**src/rtl/timed_traffic_light_controller.sv**
```systemverilog
// Highway/farm-road traffic light controller with tick-based minimum/maximum greens,
// timed yellows and all-red clearance. Define FLASH_MODE_EN to add the flashing mode.
module timed_traffic_light_controller #(
  parameter int CNT_W     = 16,
  parameter int T_HWY_MIN = 20,
  parameter int T_YELLOW  = 4,
  parameter int T_ALLRED  = 2,
  parameter int T_FWY_MIN = 5,
  parameter int T_FWY_MAX = 30
) (
  input  logic       clk,
  input  logic       rst_n,
  input  logic       tick,
  input  logic       farm_sensor_X,
`ifdef FLASH_MODE_EN
  input  logic       flash_mode,
`endif
  output logic [1:0] hwy_TL,
  output logic [1:0] fwy_TL,
  output logic [2:0] state_o
);

  localparam logic [1:0] RED    = 2'b00;
  localparam logic [1:0] YELLOW = 2'b01;
  localparam logic [1:0] GREEN  = 2'b10;
`ifdef FLASH_MODE_EN
  localparam logic [1:0] DARK   = 2'b11;
`endif

  // A zero duration behaves as one tick; the farm max never undercuts the farm min.
  localparam int HWY_N  = (T_HWY_MIN < 1) ? 1 : T_HWY_MIN;
  localparam int YEL_N  = (T_YELLOW  < 1) ? 1 : T_YELLOW;
  localparam int AR_N   = (T_ALLRED  < 1) ? 1 : T_ALLRED;
  localparam int FMIN_N = (T_FWY_MIN < 1) ? 1 : T_FWY_MIN;
  localparam int FMAX_R = (T_FWY_MAX < 1) ? 1 : T_FWY_MAX;
  localparam int FMAX_N = (FMAX_R < FMIN_N) ? FMIN_N : FMAX_R;

  localparam logic [CNT_W-1:0] HWY_LAST  = CNT_W'(HWY_N - 1);
  localparam logic [CNT_W-1:0] YEL_LAST  = CNT_W'(YEL_N - 1);
  localparam logic [CNT_W-1:0] AR_LAST   = CNT_W'(AR_N - 1);
  localparam logic [CNT_W-1:0] FMIN_LAST = CNT_W'(FMIN_N - 1);
  localparam logic [CNT_W-1:0] FMAX_LAST = CNT_W'(FMAX_N - 1);
  localparam logic [CNT_W-1:0] CNT_MAX   = '1;

  typedef enum logic [2:0] {
    HWY_G = 3'd0, HWY_Y = 3'd1, AR1 = 3'd2, FWY_G = 3'd3,
    FWY_Y = 3'd4, AR2 = 3'd5, FLASH = 3'd6
  } state_t;

  state_t           state_q, state_d, nxt;
  logic [CNT_W-1:0] cnt_q, cnt_d;
  logic             req_q, req_d;
  logic [1:0]       sens_sync_q, sens_sync_d;
  logic [1:0]       hwy_tl_q, hwy_tl_d, fwy_tl_q, fwy_tl_d;
  logic             sx, illegal;
`ifdef FLASH_MODE_EN
  logic [1:0]       flash_sync_q, flash_sync_d;
  logic             phase_q, phase_d, sf;
`endif

  assign sx = sens_sync_q[1];
`ifdef FLASH_MODE_EN
  assign sf = flash_sync_q[1];
`endif

  always_comb begin
    sens_sync_d = {sens_sync_q[0], farm_sensor_X};
    state_d     = state_q;
    cnt_d       = cnt_q;
    req_d       = req_q;
    nxt         = state_q;
    illegal     = 1'b0;
    hwy_tl_d    = RED;
    fwy_tl_d    = RED;
`ifdef FLASH_MODE_EN
    flash_sync_d = {flash_sync_q[0], flash_mode};
    phase_d      = phase_q;
`endif

    if (sx && (state_q inside {HWY_G, HWY_Y, AR1})) req_d = 1'b1;

    case (state_q)
      HWY_G: if (req_q && cnt_q >= HWY_LAST) nxt = HWY_Y;
      HWY_Y: if (cnt_q >= YEL_LAST) nxt = AR1;
      AR1:   if (cnt_q >= AR_LAST) nxt = FWY_G;
      FWY_G: if (cnt_q >= FMAX_LAST || (cnt_q >= FMIN_LAST && !sx)) nxt = FWY_Y;
      FWY_Y: if (cnt_q >= YEL_LAST) nxt = AR2;
      AR2:   if (cnt_q >= AR_LAST) nxt = HWY_G;
`ifdef FLASH_MODE_EN
      FLASH: if (!sf) nxt = AR2;
`endif
      default: illegal = 1'b1;
    endcase

`ifdef FLASH_MODE_EN
    if (sf && !illegal && state_q != FLASH) nxt = FLASH;
`endif

    // Illegal codes recover regardless of tick; everything else moves only on tick.
    if (illegal) begin
      state_d = HWY_G;
      cnt_d   = '0;
`ifdef FLASH_MODE_EN
      phase_d = 1'b0;
`endif
    end else if (tick) begin
      state_d = nxt;
      if (nxt != state_q) begin
        cnt_d = '0;
        if (nxt == FWY_G || nxt == FLASH) req_d = 1'b0;
`ifdef FLASH_MODE_EN
        phase_d = 1'b0;
`endif
      end else begin
        cnt_d = (cnt_q == CNT_MAX) ? cnt_q : cnt_q + CNT_W'(1);
`ifdef FLASH_MODE_EN
        phase_d = (state_q == FLASH) ? ~phase_q : 1'b0;
`endif
      end
    end

    case (state_d)
      HWY_G: hwy_tl_d = GREEN;
      HWY_Y: hwy_tl_d = YELLOW;
      FWY_G: fwy_tl_d = GREEN;
      FWY_Y: fwy_tl_d = YELLOW;
`ifdef FLASH_MODE_EN
      FLASH: begin
        hwy_tl_d = phase_d ? RED  : YELLOW;
        fwy_tl_d = phase_d ? DARK : RED;
      end
`endif
      default: ;
    endcase
  end

  always_ff @(posedge clk or negedge rst_n) begin
    if (!rst_n) begin
      state_q      <= HWY_G;
      cnt_q        <= '0;
      req_q        <= 1'b0;
      sens_sync_q  <= '0;
      hwy_tl_q     <= GREEN;
      fwy_tl_q     <= RED;
`ifdef FLASH_MODE_EN
      flash_sync_q <= '0;
      phase_q      <= 1'b0;
`endif
    end else begin
      state_q      <= state_d;
      cnt_q        <= cnt_d;
      req_q        <= req_d;
      sens_sync_q  <= sens_sync_d;
      hwy_tl_q     <= hwy_tl_d;
      fwy_tl_q     <= fwy_tl_d;
`ifdef FLASH_MODE_EN
      flash_sync_q <= flash_sync_d;
      phase_q      <= phase_d;
`endif
    end
  end

  assign hwy_TL  = hwy_tl_q;
  assign fwy_TL  = fwy_tl_q;
  assign state_o = state_q;

endmodule

```
**config.mk**
```make
export PLATFORM = sky130hd
export DESIGN_NAME = timed_traffic_light_controller
export DESIGN_NICKNAME = d
export VERILOG_FILES = /design/src/rtl/timed_traffic_light_controller.sv
export SDC_FILE = /design/constraint.sdc
export NUM_CORES = 1
export LEC_CHECK = 0
export ABC_AREA = 1
export BUFFER_PORTS_ARGS = -buffer_cell sky130_fd_sc_hd__buf_4
export CORE_ASPECT_RATIO = 1.1
export CORE_MARGIN = 2
export CORE_UTILIZATION = 43
export CTS_CLUSTER_DIAMETER = 120
export DETAILED_ROUTE_END_ITERATION = 12
export SYNTH_ARGS = -nofsm -noshare
export SYNTH_HDL_FRONTEND = slang
export SYNTH_SLANG_ARGS = --single-unit
export TNS_END_PERCENT = 20
```
**constraint.sdc**
```tcl
create_clock -name clk -period 2.65 [get_ports clk]
set_input_delay 0.1325 -clock clk [delete_from_list [all_inputs] [get_ports clk]]
set_output_delay 0.1325 -clock clk [all_outputs]
set_load 0.005 [all_outputs]
```
==> results of run 1 <==
what timing repair did:
item	in CTS	in global routing
gates resized for setup	0	0
hold buffers	2	0
setup buffers	0	0
hold endpoints to repair	26	0
registers in the layout (all words and copies together) (netlist names):
register     count
hwy_TL           2
sens_sync_q      2
fwy_TL           2
req_q            1
state_o          3
cnt_q           16
path summary, 6_finish.rpt:
path                                            endpoint  cells past startpoint
worst max-delay path               cnt_q[13]$_DFFE_PN0P_                     13
worst min-delay path                     req_q$_DFF_PN0_                      2
worst max register to register     cnt_q[13]$_DFFE_PN0P_                     13
worst min register to register  sens_sync_q[1]$_DFF_PN0_                      0
max in group asynchronous            hwy_TL[1]$_DFF_PN1_                      2
min in group asynchronous          cnt_q[14]$_DFFE_PN0P_                      2
worst max-delay path: cells and delay by family, from the launching register on:
kind                       cells  cell delay [ps]
adders and majority gates      1              280
buffers and inverters          1               70
DFF                            1              460
and+or+nand+nor               11             1370
kinds of logic after synthesis:
group | count (synthesis) | synth area share [%]
and+or+nand+nor | 189 | 45.7
AOI/OAI and AO/OA | 11 | 3.24
xor gates and xnor gates | 7 | 2.94
adders and majority gates | 4 | 2.40
buffers and inverters | 51 | 14.5
DFF | 26 | 31.3
per-layer routing:
layer	part of all wire (%)	track usage, %	vias up	wire length (µm)
li1	-	-	925	-
met1	46	24.0	855	2150
met2	50	32.2	30	2370
met3	2.6	1.97	6	120
met4	1.3	6.35	0	63
met5	0	0	-	0
synthesized netlist by cell type, drive strengths merged:
master,count,area (µm²)
nand2,64,258
nand3,64,390
nor2,48,208
inv,34,128
dfrtp,25,626
buf,9,93.8
nand4,7,58.8
xor2,7,61.3
clkbuf,6,72.6
nor3,5,25.0
ha,4,50.1
o21ai,4,20.0
a31oi,2,12.5
clkinv,2,8.75
o22ai,2,12.5
a21oi,1,5.00
a41oi,1,8.76
dfstp,1,26.3
nor4,1,12.5
o22a,1,8.76
power by group through the flow:
stage / Combinational (mW) / Clock [mW] / Sequential, mW
after global placement: 0.842 / 0 / 0.568
final: 0.844 / 0.339 / 0.564
after floorplan: 0.721 / 0 / 0.542
after detailed placement: 0.841 / 0 / 0.573
after global routing: 0.972 / 0.366 / 0.579
after CTS: 0.848 / 0.348 / 0.565
area by class of cell:
| cell class | count | area share (%) |
|---|---|---|
| Inverter | 36 | 6.30 |
| Multi-Input combinational cell | 211 | 52.3 |
| Clock inverter | 1 | 1.39 |
| Timing Repair Buffer | 13 | 4.74 |
| Tap cell | 56 | 3.24 |
| Clock buffer | 3 | 1.91 |
| Sequential cell | 26 | 30.1 |
through the flow:
stage	power, mW	hold WS [ps]	instance area, µm²
floorplan	1.26	-163	2090
global placement	1.41	61.5	2070
detailed placement	1.41	63.1	2070
CTS	1.76	120	2160
global route	1.92	119	2160
finish	1.75	126	2160
==> impl_metrics.csv, run 1 <==
group,metric,value,unit
min_path,hold_start,"tick",
yosys,synth_area,2090,µm²
power,pwr-share-comb,48.3,%
cts,worstSkewPairLatency,280,ps
grt,grt_use_total,18.6,%
finish,layout_common_cells,"nand2_1 (59), nand3_1 (53), nor2_1 (41), inv_1 (34), dfrtp_1 (25)",
cts,clk_pin_slew,100,ps
route,detail_route.wl_per_cell,13.6,µm
power,swShare,45.9,%
power,p_int,0.945,mW
run_status,status,"completed",
power,power_leakage,1.17,nW
setup_path,crit_path_max_fanout,18,
finish,multi_input_area,1130,µm²
cts,cts.path.max_buffers,2,
setup_path,cp_slowest_cell,"dfrtp_1",
cts,root_buffer,"clkbuf_8",
timing,min_period,2300,ps
floorplanning,start_util,44.8,%
yosys,ys_types,32,
route,viasPerCell,5.25,
timing,maxSlewHeadroom,64.2,%
route,drc,0,
setup_path,worstSetupPathType,"reg -> reg",
setup_path,rrSetupSlack,350,ps
finish,syn_to_final_growth,3.72,%
setup_path,path_cells,"ha_1 > inv_1 > nand2_1 > nor2_2 > nand3_1 > nand2_1 > nand2_1 > nor2_2 > nand2_2 > nand3_4 > nand4_4 > nand3_1 > nand2_1",
timing,tightest_slew,535,ps
floorplanning,coreArea,4650,µm²
finish,n_fill_cell,493,
finish,fin_util,46.5,%
floorplanning,die_y,77.0,µm
run,maxCapViolations,0,
placed_design,hpwlAfterDp,3.30,mm
power,seqPwrFrac,32.3,%
finish,diodes,0,
cts,clock-sinks,26,
setup_path,end_kind,"register",
placed_design,io_buffers,10,
finish,final_nets,299,
timing,min_period_over_period,86.7,%
yosys,synth_warnings,0,
floorplanning,ioPinCount,11,
yosys,synth_fp_nets,296,
floorplanning,dieArea,5420,µm²
finish,register_area,652,µm²
route,num_vias,1816,
setup_path,critical_path_arrival,2470,ps
setup_path,crit_path_frequent_cell,"nand2_1",
setup_path,crit_path_max_incr_delay,460,ps
grt,grt_pass1_vias,1791,
route,drt-total-wl,4.70,mm
timing,slew_violations,0,
power,pwr_density_cell,808,nW/µm²
setup_path,crit_path_start_kind,"register",
route,drt_iter0_drc,94,
grt,overflow,0,
timing,tns,0,ps
power,ir_worst_vdd,0.275,mV
route,dr.pass1.iters,4,
timing,finalSetupViolations,0,
setup_path,r2r_start,"cnt_q[0]$_DFFE_PN0P_",
floorplanning,row_count,26,
power,power_switching,0.802,mW
power,clkPwrFrac,19.4,%
finish,final_cells,346,
placed_design,pre_cts_ws,406,ps
timing,rsz0062_at_grt,"false",
cts,htree_levels,1,
min_path,hp-class,"in -> reg",
timing,postLayoutSetupSlackWorst,352,ps
route,postRouteAntennaNets,0,
timing,fmax,0.435,GHz
setup_path,crit_start,"cnt_q[0]$_DFFE_PN0P_",
grt,grt_max_degree,27,
finish,layout_commonest_cell,"nand2_1",
timing,fin_skew,3.92,ps
setup_path,crit_required,2820,ps
finish,drive_gt1_share,14.5,%
cts,cts_tree,"done",
placed_design,gp_congestion,0.905,
floorplanning,dieWidth,70.4,µm
placed_design,dp_cells,340,
grt,antenna_found_initial,0,
timing,finalHoldViolCount,0,
yosys,synthCells,288,
cts,cts-buffers-inserted,3,
yosys,syn_area_per_cell,7.24,µm²
grt,grt_pass1_wl,8.32,mm
yosys,synth-seq-cells,26,
yosys,synth_seq_area_share,31.3,%
(Power assumes the default switching activity.)
==> inputs of run 2 (changes only) <==
--- a/config.mk
+++ b/config.mk
@@ -7,11 +7,13 @@
 export LEC_CHECK = 0
 export ABC_AREA = 1
 export BUFFER_PORTS_ARGS = -buffer_cell sky130_fd_sc_hd__buf_4
-export CORE_ASPECT_RATIO = 1.1
+export CORE_ASPECT_RATIO = 2
 export CORE_MARGIN = 2
 export CORE_UTILIZATION = 43
 export CTS_CLUSTER_DIAMETER = 120
 export DETAILED_ROUTE_END_ITERATION = 12
+export GPL_TIMING_DRIVEN = 0
+export MAX_ROUTING_LAYER = met4
 export SYNTH_ARGS = -nofsm -noshare
 export SYNTH_HDL_FRONTEND = slang
 export SYNTH_SLANG_ARGS = --single-unit
==> impl_metrics.csv, run 2 (synthesized netlist as in run 1, its figures left out) <==
group,metric,value,unit
cts,htree_levels,1,
grt,antenna_found_initial,0,
setup_path,cp_slowest_cell,"dfrtp_1",
power,pwr_density_cell,809,nW/µm²
finish,drive_gt1_share,17.8,%
route,drc,0,
setup_path,critical_path_arrival,2380,ps
cts,cts-resized-gates,0,
run_status,status,"completed",
route,drt_iter0_drc,46,
grt,use_met3,1.88,%
power,ir_worst_vdd,0.376,mV
floorplanning,dieWidth,53.2,µm
finish,layout_common_cells,"nand2_1 (59), nand3_1 (53), nor2_1 (41), inv_1 (34), dfrtp_1 (25)",
route,dr.pass1.iters,4,
timing,maxSlewHeadroom,69.0,%
finish,layout_commonest_cell,"nand2_1",
timing,fin_skew,6.28,ps
cts,clock-sinks,26,
finish,diodes,0,
timing,timing.hold.ws,114,ps
placed_design,place_area,2220,µm²
power,clkPwrFrac,18.1,%
route,drt-total-wl,5.24,mm
cts,postCtsSetupBuffers,0,
cts,clk_pin_slew,100,ps
finish,syn_to_final_growth,10.9,%
finish,final_nets,312,
route,viasPerCell,5.24,
placed_design,gp_congestion,1.02,
timing,finalSetupViolations,0,
grt,grt_pass1_vias,1867,
grt,grt.busiest_layer,"met2",
setup_path,crit_path_start_kind,"register",
power,pwr-share-comb,52.7,%
finish,largest_reg_flops,16,
cts,root_buffer,"clkbuf_8",
timing,tns,0,ps
finish,final_area,2310,µm²
grt,grt_pass1_wl,8.69,mm
grt,use_met2,43.3,%
setup_path,crit_path_frequent_cell,"inv_1",
finish,top_register,"cnt_q",
floorplanning,start_util,44.9,%
cts,worstSkewPairLatency,280,ps
cts,cts_tree,"done",
setup_path,worstSetupPathType,"reg -> reg",
timing,rsz0062_at_grt,"false",
timing,fmax,0.453,GHz
setup_path,crit_path_max_incr_delay,480,ps
setup_path,crit_required,2830,ps
cts,cts.path.max_buffers,2,
power,power_switching,0.841,mW
grt,grt_use_met1,21.5,%
grt,grt_max_degree,27,
cts,cts_hold_buf,2,
floorplanning,row_count,35,
placed_design,hpwlAfterDp,3.96,mm
min_path,hp-class,"in -> reg",
cts,cts-buffers-inserted,3,
setup_path,end_kind,"register",
route,postRouteAntennaNets,0,
grt,overflow,0,
setup_path,crit_path_max_fanout,10,
run,maxCapViolations,0,
floorplanning,die_y,102,µm
placed_design,io_buffers,9,
timing,min_period_over_period,83.2,%
floorplanning,coreArea,4640,µm²
floorplanning,dieArea,5460,µm²
route,num_vias,1877,
route,detail_route.wl_per_cell,14.6,µm
setup_path,path_cells,"inv_1 > ha_1 > inv_1 > nor2_1 > nor2_1 > nor2_4 > nand3_2 > nand2_1 > inv_1 > nand2_2 > nand3_4 > nand3_4 > nand2_4 > buf_12 > nand3_1 > nand2_1",
grt,grt_use_total,22.6,%
timing,min_period,2210,ps
timing,finalHoldViolCount,0,
timing,tightest_slew,464,ps
timing,slew_violations,0,
power,p_int,1.03,mW
power,swShare,44.9,%
power,power_leakage,1.25,nW
power,seqPwrFrac,29.2,%
floorplanning,ioPinCount,11,
## run 2: cell types whose count changed in the layout (fill, tap and decap cells not counted)
cell	change
buf_6	+5
clkbuf_8	+5
buf_2	+2
buf_12	+1
buf_4	-1
clkbuf_1	+1
## run 2: layer usage
metal / vias up / wire length, µm
li1: 954 / -
met1: 876 / 1920
met2: 33 / 3060
met3: 14 / 97
met4: 0 / 170
met5: - / 0
## run 2: power groups by stage
| stage | logic (mW) | registers (mW) | clock network, mW |
|---|---|---|---|
| after floorplan | 0.721 | 0.542 | 0 |
| after detailed placement | 0.990 | 0.555 | 0 |
| after CTS | 0.996 | 0.546 | 0.352 |
| after global placement | 0.990 | 0.552 | 0 |
| final | 0.985 | 0.547 | 0.339 |
| after global routing | 1.12 | 0.556 | 0.368 |
## run 2: area by class of cell
class                   instances  area [µm²]
repair buffers                 11        87.6
clock buffers                   3        41.3
fillers                       504        2330
well taps                      55        68.8
multi-input cells             211        1130
clock inverters                 1        30.0
inverters                      36         136
flip-flops and latches         26         652
plain buffers                  15         166
## run 2: worst max-delay path: cells and delay by family (launching register included)
| kind | cells | cell delay [ps] |
|---|---|---|
| adder cells (fa/ha/maj) | 1 | 140 |
| AND/OR/NAND/NOR | 11 | 1090 |
| buffers and inverters | 4 | 360 |
| flip-flops | 1 | 480 |
## run 2: path summary, 6_finish.rpt
| kind | slack, ps | from | depth (start not counted) | end |
|---|---|---|---|---|
| min in group asynchronous | 300 | rst_n | 2 | cnt_q[15]$_DFFE_PN0P_ |
| max in group asynchronous | 2030 | rst_n | 2 | hwy_TL[1]$_DFF_PN1_ |
| worst max register to register | 440 | cnt_q[0]$_DFFE_PN0P_ | 16 | cnt_q[7]$_DFFE_PN0P_ |
| worst min-delay path | 110 | tick | 2 | req_q$_DFF_PN0_ |
| worst max-delay path | 440 | cnt_q[0]$_DFFE_PN0P_ | 16 | cnt_q[7]$_DFFE_PN0P_ |
| worst min register to register | 370 | sens_sync_q[0]$_DFF_PN0_ | 0 | sens_sync_q[1]$_DFF_PN0_ |
## run 2: metrics by stage
| stage | power (mW) | worst slack, ps | util (%) | cells |
|---|---|---|---|---|
| floorplan | 1.26 | 756 | - | 288 |
| global placement | 1.54 | 460 | 47.9 | 352 |
| detailed placement | 1.54 | 462 | 47.9 | 352 |
| CTS | 1.89 | 440 | 49.8 | 358 |
| global route | 2.04 | 236 | 49.8 | 358 |
| finish | 1.87 | 445 | 49.8 | 358 |
